[src/rtl/sort_stream_ctrl.sv]
// Sequencer around an odd-even transposition sorter: collects one job from a serial stream,
// runs the sorter with a timeout guard, then replays the sorted vector one element per beat.
module sort_stream_ctrl #(
  parameter int unsigned BIT_WIDTH = 8,
  parameter int unsigned SEQ_WIDTH = 16,
  parameter int unsigned TIMEOUT   = 64
) (
  input  logic                           clk,
  input  logic                           reset,
  input  logic [BIT_WIDTH-1:0]           s_data,
  input  logic                           s_valid,
  output logic                           s_ready,
  output logic [BIT_WIDTH-1:0]           m_data,
  output logic                           m_valid,
  input  logic                           m_ready,
  output logic                           m_last,
  output logic                           srt_reset,
  output logic                           srt_start,
  output logic [BIT_WIDTH*SEQ_WIDTH-1:0] srt_in,
  input  logic [BIT_WIDTH*SEQ_WIDTH-1:0] srt_out,
  input  logic                           srt_valid,
  output logic                           busy,
  output logic                           err_timeout
);

  localparam int unsigned CntW = $clog2(SEQ_WIDTH);
  localparam int unsigned TmrW = $clog2(TIMEOUT + 1);
  localparam logic [CntW-1:0] LastIdx = CntW'(SEQ_WIDTH - 1);
  localparam logic [TmrW-1:0] TmrLast = TmrW'(TIMEOUT - 1);

  typedef enum logic [2:0] {StIdle, StLoad, StClear, StSort, StDrain} state_e;

  state_e                         state_q;
  logic [CntW-1:0]                cnt_q;
  logic [CntW-1:0]                idx_q;
  logic [TmrW-1:0]                timer_q;
  logic [BIT_WIDTH*SEQ_WIDTH-1:0] srt_in_q;
  logic [BIT_WIDTH*SEQ_WIDTH-1:0] res_q;

  always_ff @(posedge clk or negedge reset) begin
    if (!reset) begin
      state_q  <= StIdle;
      cnt_q    <= '0;
      idx_q    <= '0;
      timer_q  <= '0;
      srt_in_q <= '0;
      res_q    <= '0;
    end else begin
      unique case (state_q)
        StIdle: begin
          if (s_valid) begin
            srt_in_q[0 +: BIT_WIDTH] <= s_data;
            cnt_q                    <= CntW'(1);
            state_q                  <= StLoad;
          end
        end
        StLoad: begin
          if (s_valid) begin
            srt_in_q[BIT_WIDTH*cnt_q +: BIT_WIDTH] <= s_data;
            cnt_q                                  <= cnt_q + 1'b1;
            if (cnt_q == LastIdx) state_q <= StClear;
          end
        end
        StClear: begin
          timer_q <= '0;
          state_q <= StSort;
        end
        StSort: begin
          // A result arriving on the expiry cycle still wins over the timeout.
          if (srt_valid) begin
            res_q   <= srt_out;
            idx_q   <= '0;
            state_q <= StDrain;
          end else if (timer_q == TmrLast) begin
            state_q <= StIdle;
          end else begin
            timer_q <= timer_q + 1'b1;
          end
        end
        StDrain: begin
          if (m_ready) begin
            idx_q <= idx_q + 1'b1;
            if (idx_q == LastIdx) state_q <= StIdle;
          end
        end
        default: state_q <= StIdle;
      endcase
    end
  end

  assign s_ready     = (state_q == StIdle) || (state_q == StLoad);
  assign busy        = (state_q != StIdle);
  assign srt_reset   = (state_q != StSort);
  assign srt_start   = (state_q == StSort);
  assign srt_in      = srt_in_q;
  assign m_valid     = (state_q == StDrain);
  assign m_last      = (state_q == StDrain) && (idx_q == LastIdx);
  assign m_data      = res_q[BIT_WIDTH*idx_q +: BIT_WIDTH];
  // Pulses in the final SORT cycle so the controller is idle on the very next cycle.
  assign err_timeout = (state_q == StSort) && (timer_q == TmrLast) && !srt_valid;

endmodule

[config.mk]
export PLATFORM = sky130hd
export DESIGN_NAME = sort_stream_ctrl
export DESIGN_NICKNAME = d
export VERILOG_FILES = /design/src/rtl/sort_stream_ctrl.sv
export SDC_FILE = /design/constraint.sdc
export NUM_CORES = 1
export LEC_CHECK = 0
export CAP_MARGIN = 20
export CORE_AREA = 3 3 160 162
export CTS_BUF_LIST = sky130_fd_sc_hd__clkbuf_4 sky130_fd_sc_hd__clkbuf_8
export CTS_CLUSTER_DIAMETER = 60
export DETAILED_ROUTE_END_ITERATION = 6
export DIE_AREA = 0 0 163 165
export GPL_ROUTABILITY_DRIVEN = 0
export PLACE_DENSITY_LB_ADDON = 0.12
export SLEW_MARGIN = 20
export SYNTH_ARGS = -nofsm -noshare
export SYNTH_HDL_FRONTEND = slang
export SYNTH_SLANG_ARGS = --single-unit
[constraint.sdc]
create_clock -name clk -period 6.25 [get_ports clk]
set_clock_uncertainty 0.2 [all_clocks]
set_input_delay 1.25 -clock clk [delete_from_list [all_inputs] [get_ports clk]]
set_output_delay 1.25 -clock clk [all_outputs]
set_load 0.02 [all_outputs]
==> run summary, run 1 <==
GRT
----------------------------------------------------------------------------------
Antenna violations before repair                                                 0
Maximum number of pins on one net before global-route repair                   125
Number of global-route vias before repair                                     9201
Global-route wire length before repair                                    49570 µm
Remaining global-route overflow                                                  0
Overall Global Routing Usage                                                23.29%

FLOORPLANNING
----------------------------------------------------------------------------------
Chip height                                                                 165 µm
Core ar.                                                                 24250 µm²
Die outline area                                                         26900 µm²
Number of top-level pins                                                       284
Std-Cell Rows                                                                   57
Horiz. Die Dim                                                              163 µm
Starting density of the core                                                49.58%

PWR
----------------------------------------------------------------------------------
P per Cell Area                                                       438.6 nW/µm²
Standby leakage power                                                  0.007679 µW
Max rail drop VDD                                                        0.2543 mV

CLOCK TREE
----------------------------------------------------------------------------------
Clock tree buffer depth                                                          3
Number of buffers inserted to repair setup after CTS                             0
CTS root buffer                                                       sky130_fd_sc_hd__clkbuf_8
TritonCTS clock tree                                                           yes
Clk Latency, worst-skew pair                                                540 ps
Post-cts sizing count                                                            0
Clock-pin transition on the worst setup and hold timing paths                50 ps
Number of buffers added to fix hold violations after cts                         0
Count of H-tree levels built during CTS                                          2
Number of CTS-inserted buffers                                                  45
CTS sink cnt                                                                   274

SYNTH
----------------------------------------------------------------------------------
#FFs+latches synth                                                             274
Synthesized Nets                                                              1269
Top FF cell, synth                                                    sky130_fd_sc_hd__dfrtp_1
Yosys warning count                                                              0
Number of enable-type register cells in the synthesized netlist                  0
Yosys cell types                                                                53
FFs w/ async S/R, synth                                                     100.0%
Cell area after technology mapping                                       12020 µm²
Syn_area_per_cell                                                        10.71 µm²
Cells after synthesis                                                         1123
Sequential fraction of the synthesis area                                   57.03%

FINISH
----------------------------------------------------------------------------------
Nets                                                                          1544
Area added between synthesis and finish                                     33.15%
Antenna Cells                                                                    0
Area occupied by multi-input gates                                        4875 µm²
Area taken by flip-flops and latches                                      6860 µm²
Number of cells in the finished layout apart from fillers                     1750
Share of final-layout standard cells stronger than drive strength 1         16.90%
Filler instances                                                              1944
Utilization after layout                                                    66.02%

DETAILED ROUTING
----------------------------------------------------------------------------------
Final Routed Wirelength                                                   31370 µm
Routed vias                                                                   9115
Residual DRC count                                                               0
Pre-Repair DR Iteration Count                                                    7
Post-route antenna net violation count                                           0
Post-detailed-route via-to-cell ratio                                        5.209
First DRT Iteration DRCs                                                       589
Wire length per cell                                                      17.93 µm

WORST SETUP PATH
----------------------------------------------------------------------------------
Cells on worst reg2reg path                                                      5
RR Startpoint                                                             cnt_q[0]
Crit path required time                                                    4800 ps
Start point of the critical path                                          idx_q[1]
Slowest library cell on the worst path                                sky130_fd_sc_hd__nor2b_1
Endpoint of the worst register-to-register path                        srt_in[100]
Crit path DAT                                                              3410 ps
Class of the most critical setup path                                      reg2out
CP max FO                                                                       21
Sort of element at the start of the critical path                             flop
Kind of end point of the critical path                                  output pin
Critical path, cell by cell                                           nor2b_1, a221oi_1, a22oi_1, nand2_1, clkdlybuf4s50_1
Crit path largest cell delay                                                970 ps
Flop2flop setup slack                                                      2790 ps

STA
----------------------------------------------------------------------------------
Tmin final                                                                 4859 ps
# setup viols final                                                              0
RSZ-0062 raised after global routing                                         false
Max Clk Rate                                                            0.2058 GHz
Final number of max-transition violations                                        0
Post-route clock period utilization                                         77.74%
Max-Slew Margin vs Limit                                                    28.61%
Final setup slack of the worst path                                        1391 ps
Aggregate negative setup slack                                                0 ps
Measured slew at the worst slew-check pin                                  1069 ps
Hold Violations, Final                                                           0

MIN PATH
----------------------------------------------------------------------------------
Worst Hold Launch                                                        res_q[28]
Worst min-delay path category                                              reg2reg
Hold path cells                                                                  2
End point of the worst hold path                                         res_q[28]

STATUS
----------------------------------------------------------------------------------
Run status                                                            complete, no violations

FLOW RUN
----------------------------------------------------------------------------------
Max-cap check violation count                                                    0

PLACED DESIGN
----------------------------------------------------------------------------------
Setup WS pre-CTS                                                           2025 ps
Detailed-placement wirelength estimate                                    22190 µm
Count of port buffers added during placement                                   283
Placed Cells                                                                  1675

registers in the layout, indices dropped and copies added (netlist names):
name / cells
srt_in: 128
state_q: 3
res_q: 128
idx_q: 4
timer_q: 7
cnt_q: 4
stage by stage:
| step | power, µW | hold slack, ps | area (µm²) |
|---|---|---|---|
| final | 7021 | 270.4 | 16010 |
| after global routing | 7467 | 291.3 | 16010 |
| after CTS | 7083 | 275.1 | 16000 |
| after detailed placement | 5471 | 260.7 | 15080 |
| after global placement | 5405 | 253.0 | 15080 |
| after floorplan | 4375 | 240.1 | 12020 |
cells in the mapped netlist (all sizes together) (9+ instances only):
| cell type | number | area (µm²) |
|---|---|---|
| o21ai | 29 | 145.1 |
| nand3 | 25 | 125.1 |
| inv | 14 | 52.55 |
| mux2i | 24 | 240.2 |
| clkbuf | 51 | 192.7 |
| and3 | 9 | 56.30 |
| mux2 | 125 | 1408 |
| buf | 10 | 66.30 |
| dfrtp | 274 | 6857 |
| mux4 | 16 | 360.4 |
| and2 | 26 | 163.9 |
| nand2 | 429 | 1610 |
| a21oi | 9 | 45.04 |
power by group:
group / internal, µW / switching (µW)
logic: 1210 / 1370
registers: 2390 / 471
clock network: 903 / 684
routing by layer:
| layer | GRT usage, % | up-vias | wire, µm |
|---|---|---|---|
| met3 | 4.239 | 40 | 2025 |
| met4 | 5.690 | 0 | 593 |
| met1 | 31.16 | 4472 | 13300 |
| li1 | - | 4297 | - |
| met2 | 39.73 | 306 | 15450 |
| met5 | 0 | - | 0 |
cell families after synthesis:
family	share of synthesized area, %
adder cells (fa/ha/maj)	0.5203
buffers and inverters	2.591
XOR/XNOR	0.2186
flip-flops	57.03
AND/OR/NAND/NOR	19.10
AO/OA/AOI/OAI	3.840
multiplexers	16.70
worst max-delay path: cells and delay by family, from the launching register on:
kind	cells	cell delay, ps
simple gates	2	1080
flops	1	700
buf+inv	1	560
compound gates	2	520
cells in the final DEF (no fill, tap or decap), drive strengths merged, types with 3 or more instances in the layout:
master         Yosys  layout
o211ai             5       5
clkbuf            51      71
clkdlybuf4s50      0     282
xor2               3       3
nor3               4       4
and3               9       9
nor2               8       8
or4                4       4
clkinv             0       3
a22oi              8       8
mux2i             24      24
dfrtp            274     274
a21oi              9       9
and2              26      26
nand2            429     429
mux4              16      16
nor4               3       3
nand3b             3       3
mux2             125     125
nand3             25      25
a221oi             8       8
buf               10       7
ha                 5       5
nand2b             4       4
o21ai             29      29
inv               14      15
nand4              4       4
area by class of cell:
class	count	area share (%)
tap	324	2.532
multi-input combinational	774	30.45
inverter	14	0.3283
sequential	274	42.86
clock buffer	71	5.596
clock inverter	4	0.1485
timing repair buffer	289	18.09
worst max-delay path by stage:
stage,endpoint,cells after the start,slack (ps)
after detailed placement,m_data[2],5,2020
final,m_data[6],5,1390
after CTS,m_data[2],5,1430
after global routing,m_data[6],5,1160
after floorplan,err_timeout,1,2830
after global placement,m_data[5],5,2070
(Power assumes the default switching activity.)
==> run 2, diff against run 1 <==
CORE_AREA = 3 3 164 166   (was 3 3 160 162)
DIE_AREA = 0 0 167 169   (was 0 0 163 165)
clock period = 4.4 ns   (was 6.25 ns; I/O delays follow)
==> run summary, run 2 (same netlist as run 1, synthesis figures left out) <==
STATUS
-------------------------------------------------------------------------------------
Run status                                                               complete, no violations   unchanged

WORST SETUP PATH
-------------------------------------------------------------------------------------
Critical path, cell by cell                                              buf_12, mux2_2, o21ai_0, a21oi_1, a22oi_1, nand2_1, clkdlybuf4s50_1   was nor2b_1, a221oi_1, a22oi_1, nand2_1, clkdlybuf4s50_1
Flop2flop setup slack                                                         1210 ps   was 2790 ps
Kind of end point of the critical path                                     output pin   unchanged
Crit path DAT                                                                 3050 ps   was 3410 ps
Endpoint of the worst register-to-register path                            srt_in[18]   was srt_in[100]
Sort of element at the start of the critical path                                flop   unchanged
Slowest library cell on the worst path                                   sky130_fd_sc_hd__dfrtp_4   was sky130_fd_sc_hd__nor2b_1
Crit path required time                                                       3320 ps   was 4800 ps
Class of the most critical setup path                                         reg2out   unchanged
Cells on worst reg2reg path                                                         6   was 5
CP max FO                                                                          28   was 21
Crit path largest cell delay                                                   760 ps   was 970 ps
RR Startpoint                                                                cnt_q[0]   unchanged

PLACED DESIGN
-------------------------------------------------------------------------------------
Count of port buffers added during placement                                      283   unchanged
Detailed-placement wirelength estimate                                       23720 µm   was 22190 µm

CLOCK TREE
-------------------------------------------------------------------------------------
Count of H-tree levels built during CTS                                             2   unchanged
Clk Latency, worst-skew pair                                                   540 ps   about the same
Clock-pin transition on the worst setup and hold timing paths                   60 ps   was 50 ps
Number of CTS-inserted buffers                                                     46   was 45
CTS root buffer                                                          sky130_fd_sc_hd__clkbuf_8   unchanged
Post-cts sizing count                                                               0   unchanged
TritonCTS clock tree                                                              yes   unchanged
Number of buffers inserted to repair setup after CTS                                0   unchanged
Number of buffers added to fix hold violations after cts                            0   unchanged
Clock tree buffer depth                                                             3   unchanged
CTS sink cnt                                                                      274   unchanged

DETAILED ROUTING
-------------------------------------------------------------------------------------
Post-detailed-route via-to-cell ratio                                           5.096   was 5.209
Wire length per cell                                                         18.19 µm   was 17.93 µm
Pre-Repair DR Iteration Count                                                       5   was 7
First DRT Iteration DRCs                                                          631   was 589
Routed vias                                                                      9065   was 9115
Residual DRC count                                                                  0   unchanged
Post-route antenna net violation count                                              0   unchanged
Final Routed Wirelength                                                      32360 µm   was 31370 µm

GRT
-------------------------------------------------------------------------------------
Number of global-route vias before repair                                        9205   was 9201
Antenna violations before repair                                                    2   was 0
Maximum number of pins on one net before global-route repair                       98   was 125
Global-route wire length before repair                                       51290 µm   was 49570 µm
Overall Global Routing Usage                                                   22.82%   was 23.29%
Remaining global-route overflow                                                     0   unchanged

FINISH
-------------------------------------------------------------------------------------
Most frequent cells in the layout                                        sky130_fd_sc_hd__nand2_1 (428), sky130_fd_sc_hd__clkdlybuf4s50_1 (282), sky130_fd_sc_hd__dfrtp_1 (273)   unchanged
Filler instances                                                                 2121   was 1944
Share of final-layout standard cells stronger than drive strength 1            17.64%   was 16.90%
Area added between synthesis and finish                                        34.29%   was 33.15%
Most frequent standard cell in the layout excluding fill and tap cells   sky130_fd_sc_hd__nand2_1   unchanged
Nets                                                                             1556   was 1544

PWR
-------------------------------------------------------------------------------------
Fraction of power consumed by sequential logic                                  40.5%   was 40.7%
Clock Power Share                                                               22.4%   was 22.6%
Internal power                                                                6408 µW   was 4496 µW
Standby leakage power                                                     0.007745 µW   was 0.007679 µW
Max rail drop VDD                                                           0.3280 mV   was 0.2543 mV
Switching part of the total                                                    35.76%   was 35.96%
P per Cell Area                                                          617.9 nW/µm²   was 438.6 nW/µm²
Combinational cell fraction of total power                                      37.1%   was 36.7%
Total power                                                                   9976 µW   was 7021 µW
Net switching power                                                           3568 µW   was 2525 µW

STA
-------------------------------------------------------------------------------------
Max-Slew Margin vs Limit                                                       37.49%   was 28.61%
# setup viols final                                                                 0   unchanged
Post-route clock period utilization                                            93.92%
Aggregate negative setup slack                                                   0 ps   unchanged
Max Clk Rate                                                               0.2420 GHz
Measured slew at the worst slew-check pin                                    937.7 ps   was 1069 ps
Tmin final                                                                    4132 ps
Hold Violations, Final                                                              0   unchanged
Final number of max-transition violations                                           0   unchanged
RSZ-0062 raised after global routing                                            false   unchanged

FLOORPLANNING
-------------------------------------------------------------------------------------
Core ar.                                                                    25760 µm²   was 24250 µm²
Number of top-level pins                                                          284   unchanged
Starting density of the core                                                   46.67%   was 49.58%
Die outline area                                                            28220 µm²   was 26900 µm²
Horiz. Die Dim                                                                 167 µm   was 163 µm
Chip height                                                                    169 µm   was 165 µm
Std-Cell Rows                                                                      59   was 57

MIN PATH
-------------------------------------------------------------------------------------
Worst min-delay path category                                                in2async   was reg2reg

FLOW RUN
-------------------------------------------------------------------------------------
Max-cap check violation count                                                       0   unchanged

-- run 2: cell type report --
cell class              count  area (µm²)  share of cell area [%]
clock inverters             7       41.29                  0.2557
diodes                      4       10.01                 0.06200
flip-flops and latches    274        6860                   42.49
repair buffers            300        3015                   18.68
inverters                  14       52.55                  0.3255
multi-input cells         774        4870                   30.16
clock buffers              71       877.1                   5.432
well taps                 335       419.2                   2.596
-- run 2: how the worst max path moves through the flow --
stage,from,endpoint,slack (ps),cells past startpoint
after detailed placement,s_valid,srt_in[18],770,5
final,idx_q[0],m_data[7],270,7
after floorplan,idx_q[0],m_data[0],1390,5
after CTS,idx_q[0],m_data[7],240,7
after global placement,s_valid,srt_in[16],850,5
after global routing,idx_q[0],m_data[7],70,7
-- run 2: per-stage QoR --
stage	setup WS [ps]	hold slack (ps)	utilization (%)	instances	instance area, µm²
finish	267.7	153.8	62.67	1779	16150
global route	73.87	194.4	62.63	1775	16140
CTS	237.4	177.9	62.63	1775	16140
detailed placement	773.3	261.5	59.06	1697	15220
global placement	852.6	252.3	59.06	1697	15220
floorplan	1391	240.1	-	1123	12020
-- run 2: layer usage --
metal / up-vias / routed length [µm] / global-route usage, %
met3: 34 / 2119 / 5.021
li1: 4345 / - / -
met4: 0 / 527 / 5.775
met5: - / 0 / 0
met2: 284 / 16100 / 39.13
met1: 4402 / 13620 / 29.73
-- run 2: power groups by stage --
stage	logic, µW	registers, µW	clock network, µW
after global placement	3660	4060	0
after global routing	4070	4150	2430
after detailed placement	3750	4070	0
after floorplan	2090	4130	0
after CTS	3750	4040	2300
final	3710	4040	2230
-- run 2: worst max-delay path, delay by kind of cell (launching register included) --
kind	cells	cell delay, ps
muxes	1	360
buffers and inverters	2	820
and+or+nand+nor	1	100
AOI/OAI and AO/OA	3	470
DFF	1	760
